==> config.mk <==
export PLATFORM = sky130hd
export DESIGN_NAME = alu_share_sched
export DESIGN_NICKNAME = d
export VERILOG_FILES = /design/src/rtl/alu_share_sched.sv
export SDC_FILE = /design/constraint.sdc
export NUM_CORES = 1
export LEC_CHECK = 0
export CAP_MARGIN = 40
export CORE_MARGIN = 3
export CORE_UTILIZATION = 44
export DETAILED_ROUTE_END_ITERATION = 16
export HOLD_SLACK_MARGIN = 0.06
export MAX_ROUTING_LAYER = met4
export PLACE_DENSITY = 0.83
export SETUP_SLACK_MARGIN = 0.02
export SLEW_MARGIN = 5
export SYNTH_ARGS = -nofsm -noshare
export SYNTH_HDL_FRONTEND = slang
export SYNTH_SLANG_ARGS = --single-unit
==> constraint.sdc <==
create_clock -name clk -period 3.2 [get_ports clk]
set_input_delay 0.48 -clock clk [delete_from_list [all_inputs] [get_ports clk]]
set_output_delay 0.48 -clock clk [all_outputs]
set_load 0.01 [all_outputs]
==> src/rtl/alu_share_sched.sv <==
// alu_share_sched: round-robin scheduler sharing one 4-bit ALU datapath between two requesters.
module alu_share_sched (
    input  logic       clk,
    input  logic       rst_n,
    input  logic       req0,
    input  logic       req1,
    input  logic [3:0] a0,
    input  logic [3:0] b0,
    input  logic [3:0] a1,
    input  logic [3:0] b1,
    input  logic       op0,
    input  logic       op1,
    output logic       ack0,
    output logic       ack1,
    output logic [3:0] res0,
    output logic [3:0] res1,
    output logic [3:0] dp_data_in,
    output logic       dp_ld_1,
    output logic       dp_ld_2,
    output logic       dp_sel_1,
    output logic       dp_op,
    output logic       dp_en,
    input  logic [3:0] dp_data_out,
    output logic       busy,
    output logic       owner,
    output logic [2:0] state
);
    typedef enum logic [2:0] {
        IDLE  = 3'd0,
        LOAD1 = 3'd1,
        LOAD2 = 3'd2,
        EXEC  = 3'd3,
        WAIT  = 3'd4,
        DONE  = 3'd5
    } state_t;

    state_t     r_state;
    logic       r_owner, r_last;
    logic [3:0] r_a, r_b;
    logic       r_op;
    logic [3:0] r_data, r_res0, r_res1;
    logic       r_ld1, r_ld2, r_sel, r_en, r_dp_op, r_ack0, r_ack1;
    logic       w_grant;

    // on a tie the requester that was not served last wins
    assign w_grant = (req0 && req1) ? ~r_last : req1;

    // strobes are registered one edge ahead so they are clean Moore outputs of the state they belong to
    always_ff @(posedge clk or negedge rst_n) begin
        if (!rst_n) begin
            r_state <= IDLE;
            r_owner <= 1'b0;
            r_last  <= 1'b1;
            r_a     <= 4'd0;
            r_b     <= 4'd0;
            r_op    <= 1'b0;
            r_data  <= 4'd0;
            r_res0  <= 4'd0;
            r_res1  <= 4'd0;
            r_ld1   <= 1'b0;
            r_ld2   <= 1'b0;
            r_sel   <= 1'b0;
            r_en    <= 1'b0;
            r_dp_op <= 1'b0;
            r_ack0  <= 1'b0;
            r_ack1  <= 1'b0;
        end else begin
            r_data  <= 4'd0;
            r_ld1   <= 1'b0;
            r_ld2   <= 1'b0;
            r_sel   <= 1'b0;
            r_en    <= 1'b0;
            r_dp_op <= 1'b0;
            r_ack0  <= 1'b0;
            r_ack1  <= 1'b0;
            case (r_state)
                IDLE: if (req0 || req1) begin
                    r_state <= LOAD1;
                    r_owner <= w_grant;
                    r_last  <= w_grant;
                    r_a     <= w_grant ? a1 : a0;
                    r_b     <= w_grant ? b1 : b0;
                    r_op    <= w_grant ? op1 : op0;
                    r_data  <= w_grant ? a1 : a0;
                    r_ld1   <= 1'b1;
                end
                LOAD1: begin
                    r_state <= LOAD2;
                    r_data  <= r_b;
                    r_ld2   <= 1'b1;
                end
                LOAD2: begin
                    r_state <= EXEC;
                    r_sel   <= 1'b1;
                    r_en    <= 1'b1;
                    r_dp_op <= r_op;
                end
                EXEC: r_state <= WAIT;
                WAIT: begin
                    r_state <= DONE;
                    if (r_owner) begin
                        r_res1 <= dp_data_out;
                        r_ack1 <= 1'b1;
                    end else begin
                        r_res0 <= dp_data_out;
                        r_ack0 <= 1'b1;
                    end
                end
                default: r_state <= IDLE;
            endcase
        end
    end

    assign ack0       = r_ack0;
    assign ack1       = r_ack1;
    assign res0       = r_res0;
    assign res1       = r_res1;
    assign dp_data_in = r_data;
    assign dp_ld_1    = r_ld1;
    assign dp_ld_2    = r_ld2;
    assign dp_sel_1   = r_sel;
    assign dp_op      = r_dp_op;
    assign dp_en      = r_en;
    assign busy       = (r_state != IDLE);
    assign owner      = r_owner;
    assign state      = r_state;
endmodule

==> flow_metrics.py <==
metrics = {
    "status": {
        "outcome": "finished clean",
    },
    "global_route": {
        "grt_pass1_wl_um": 3670,
        "grt_max_degree": 29,
        "grt-ovfl-total": 0,
        "track_usage_pct": 14.6,
        "grt_pass1_vias": 856,
        "antenna_found_initial": 0,
    },
    "setup_path": {
        "crit_start": "state[1]",
        "end_kind": "output port",
        "critical_path_required_ns": 2.72,
        "arrival_ns": 1.80,
        "max_stage_delay_ns": 0.51,
        "cp_cell_sequence": "nor3_2, inv_1, clkdlybuf4s50_1",
        "crit_slowest_cell": "dfrtp_1",
        "worstPathMaxFanout": 9,
        "start_kind": "register",
        "crit_type": "register to output port",
        "critPathTopFamily": "buffers and inverters",
        "r2r_start": "state[2]",
        "crit_buf_inv": 2,
    },
    "timing": {
        "maxSlewViolCount": 0,
        "period_needed_ns": 2.28,
        "worstMarginPinSlew_ns": 0.596,
        "setup_ws_ns": 0.915,
        "hold_viol": 0,
        "skew_ns": 0.00186,
        "slew_headroom_pct": 60.2,
        "hold_ws_ns": 0.501,
        "tns_ns": 0,
        "timing.fmax_ghz": 0.438,
        "finalSetupViolCount": 0,
        "min_period_over_period_pct": 71.4,
        "grt_setup_unrepaired": "no",
    },
    "routing": {
        "drtPass1Iterations": 4,
        "vias": 808,
        "wl_per_cell_um": 13.3,
        "routed_wl_um": 2180,
        "drcViolationCount": 0,
        "avgViaCountPerCell": 4.93,
        "ant_nets": 0,
        "first_iter_violations": 11,
    },
    "logic_synthesis": {
        "synthTopCellsByArea": "dfrtp_1 (57%), mux2_1 (8.6%), mux2_2 (8.6%)",
        "yosys.area.top_type": "dfrtp_1",
        "ys_seq_area_share_pct": 59.7,
        "synth_edf_count": 0,
        "ys_seq_elements": 28,
        "ys_types": 26,
        "ys_async_sr_fraction_pct": 100,
        "synth_nets": 109,
        "ys_warn_count": 0,
        "syn_area_per_cell_um2": 14.2,
        "syn_inst": 83,
        "yosysTopAreaCellShare_pct": 57.4,
        "synth_area_mm2": 0.00118,
        "synth_flop_cell": "dfrtp_1",
    },
    "layout": {
        "nFillCells": 184,
        "stdcell_count": 164,
        "nets": 161,
        "layout_common_cells": "clkdlybuf4s50_1 (49), dfrtp_1 (27), mux2_2 (9), mux2_1 (9), nand2_1 (5)",
        "final_common_cell": "clkdlybuf4s50_1",
        "drive_gt1_share_pct": 15.7,
        "area_growth_syn_to_layout_pct": 46.8,
        "diodes": 0,
    },
    "power": {
        "ir_drop_mv": 0.482,
        "p_int_mw": 0.963,
        "power_frac_comb_pct": 44.6,
        "pwr_density_cell_mw_per_mm2": 823,
        "pwr-share-seq_pct": 43.5,
        "p_total_mw": 1.42,
        "switching_power_mw": 0.457,
        "leakage_nw": 0.761,
        "switching_share_pct": 32.2,
        "clock_power_share_pct": 11.9,
    },
    "clock_tree": {
        "cts_sinks": 28,
        "clock_path_buffers": 2,
        "cts_made_buffers": 3,
        "cts_tree": "yes",
        "hold_buffers": 0,
        "cts_root_buf": "clkbuf_4",
        "cts.repair.resized": 0,
        "htreeDepth": 1,
        "path_clk_slew_ns": 0.14,
        "postCtsSetupRepairBufs": 0,
        "clk_latency_ns": 0.32,
    },
    "die": {
        "dieArea_mm2": 0.00333,
        "initial_core_util_pct": 47.0,
        "num_rows": 18,
        "core_mm2": 0.00250,
        "die_h_um": 57.7,
        "io_pins": 50,
        "die_w_um": 57.7,
    },
    "place": {
        "io_buffer_count": 49,
        "dp_hpwl_um": 1700,
        "dp.cells": 160,
        "place_congestion": 0.734,
        "dp_slack_ns": 1.05,
    },
    "worst_hold_path": {
        "min_path_type": "input pin to async pin",
    },
    "job": {
        "drv_cap": 0,
    },
}
[state kept, by name, summed over array words and instances (netlist names), 3 cells and up]
signal	flops
r_b	4
state	3
res1	4
res0	4
dp_data_in	4
[synth_stat cells (2+ instances only)]
| cell type | n |
|---|---|
| mux2i_1 | 4 |
| mux2_2 | 9 |
| o21ai_0 | 4 |
| buf_2 | 2 |
| nand2_1 | 5 |
| nor3b_1 | 2 |
| nor2_8 | 2 |
| mux2_1 | 9 |
| dfrtp_1 | 27 |
| inv_1 | 3 |
[routing by layer]
| metal | wire, um | GRT usage [%] | up-vias |
|---|---|---|---|
| met2 | 1060 | 24.2 | 33 |
| met5 | 0 | - | - |
| li1 | - | - | 388 |
| met3 | 158 | 2.23 | 4 |
| met1 | 937 | 18.4 | 383 |
| met4 | 24 | 4.97 | 0 |
[through the flow]
stage	instance area, um2	utilization, %
floorplan	1180	-
global placement	1690	67.6
detailed placement	1690	67.6
CTS	1730	69.1
global route	1730	69.1
finish	1730	69.1
[logic make-up (layout without fill, tap and decap cells)]
| logic type | count (synthesis) | count (layout) | share of synthesized area, % |
|---|---|---|---|
| AND/OR/NAND/NOR | 15 | 15 | 10.1 |
| buffers and inverters | 7 | 58 | 3.40 |
| flip-flops | 28 | 28 | 59.7 |
| AO/OA/AOI/OAI | 10 | 10 | 5.43 |
| XOR/XNOR | 1 | 1 | 0.745 |
| multiplexers | 22 | 22 | 20.6 |
[power groups by stage]
stage | Combinational (mW) | Sequential (mW) | Clock [mW]
2_1_floorplan | 0.288 | 0.657 | 0
3_3_place_gp | 0.632 | 0.621 | 0
3_5_place_dp | 0.645 | 0.627 | 0
4_1_cts | 0.646 | 0.620 | 0.171
5_1_grt | 0.688 | 0.644 | 0.187
6_report | 0.634 | 0.618 | 0.169
[path summary, 6_finish.rpt]
| path | depth (start not counted) | slack, ns | end |
|---|---|---|---|
| max in group asynchronous | 2 | 2.40 | r_last |
| min | 2 | 0.50 | dp_data_in[2] |
| min in group clk | 2 | 0.50 | dp_data_in[1] |
| min reg2reg | 2 | 0.50 | dp_data_in[1] |
| max reg2reg | 3 | 1.61 | res1[2] |
| max | 3 | 0.92 | busy |
[cell type report]
cell class                 instances  area (um2)  share of cell area [%]
sequential                        28         702                    40.7
timing repair buffer              51         505                    29.3
tap                               30        37.5                    2.17
multi-input combinational         48         434                    25.1
inverter                           3        11.3                   0.652
clock buffer                       4        36.3                    2.10
(Power assumes the default switching activity.)
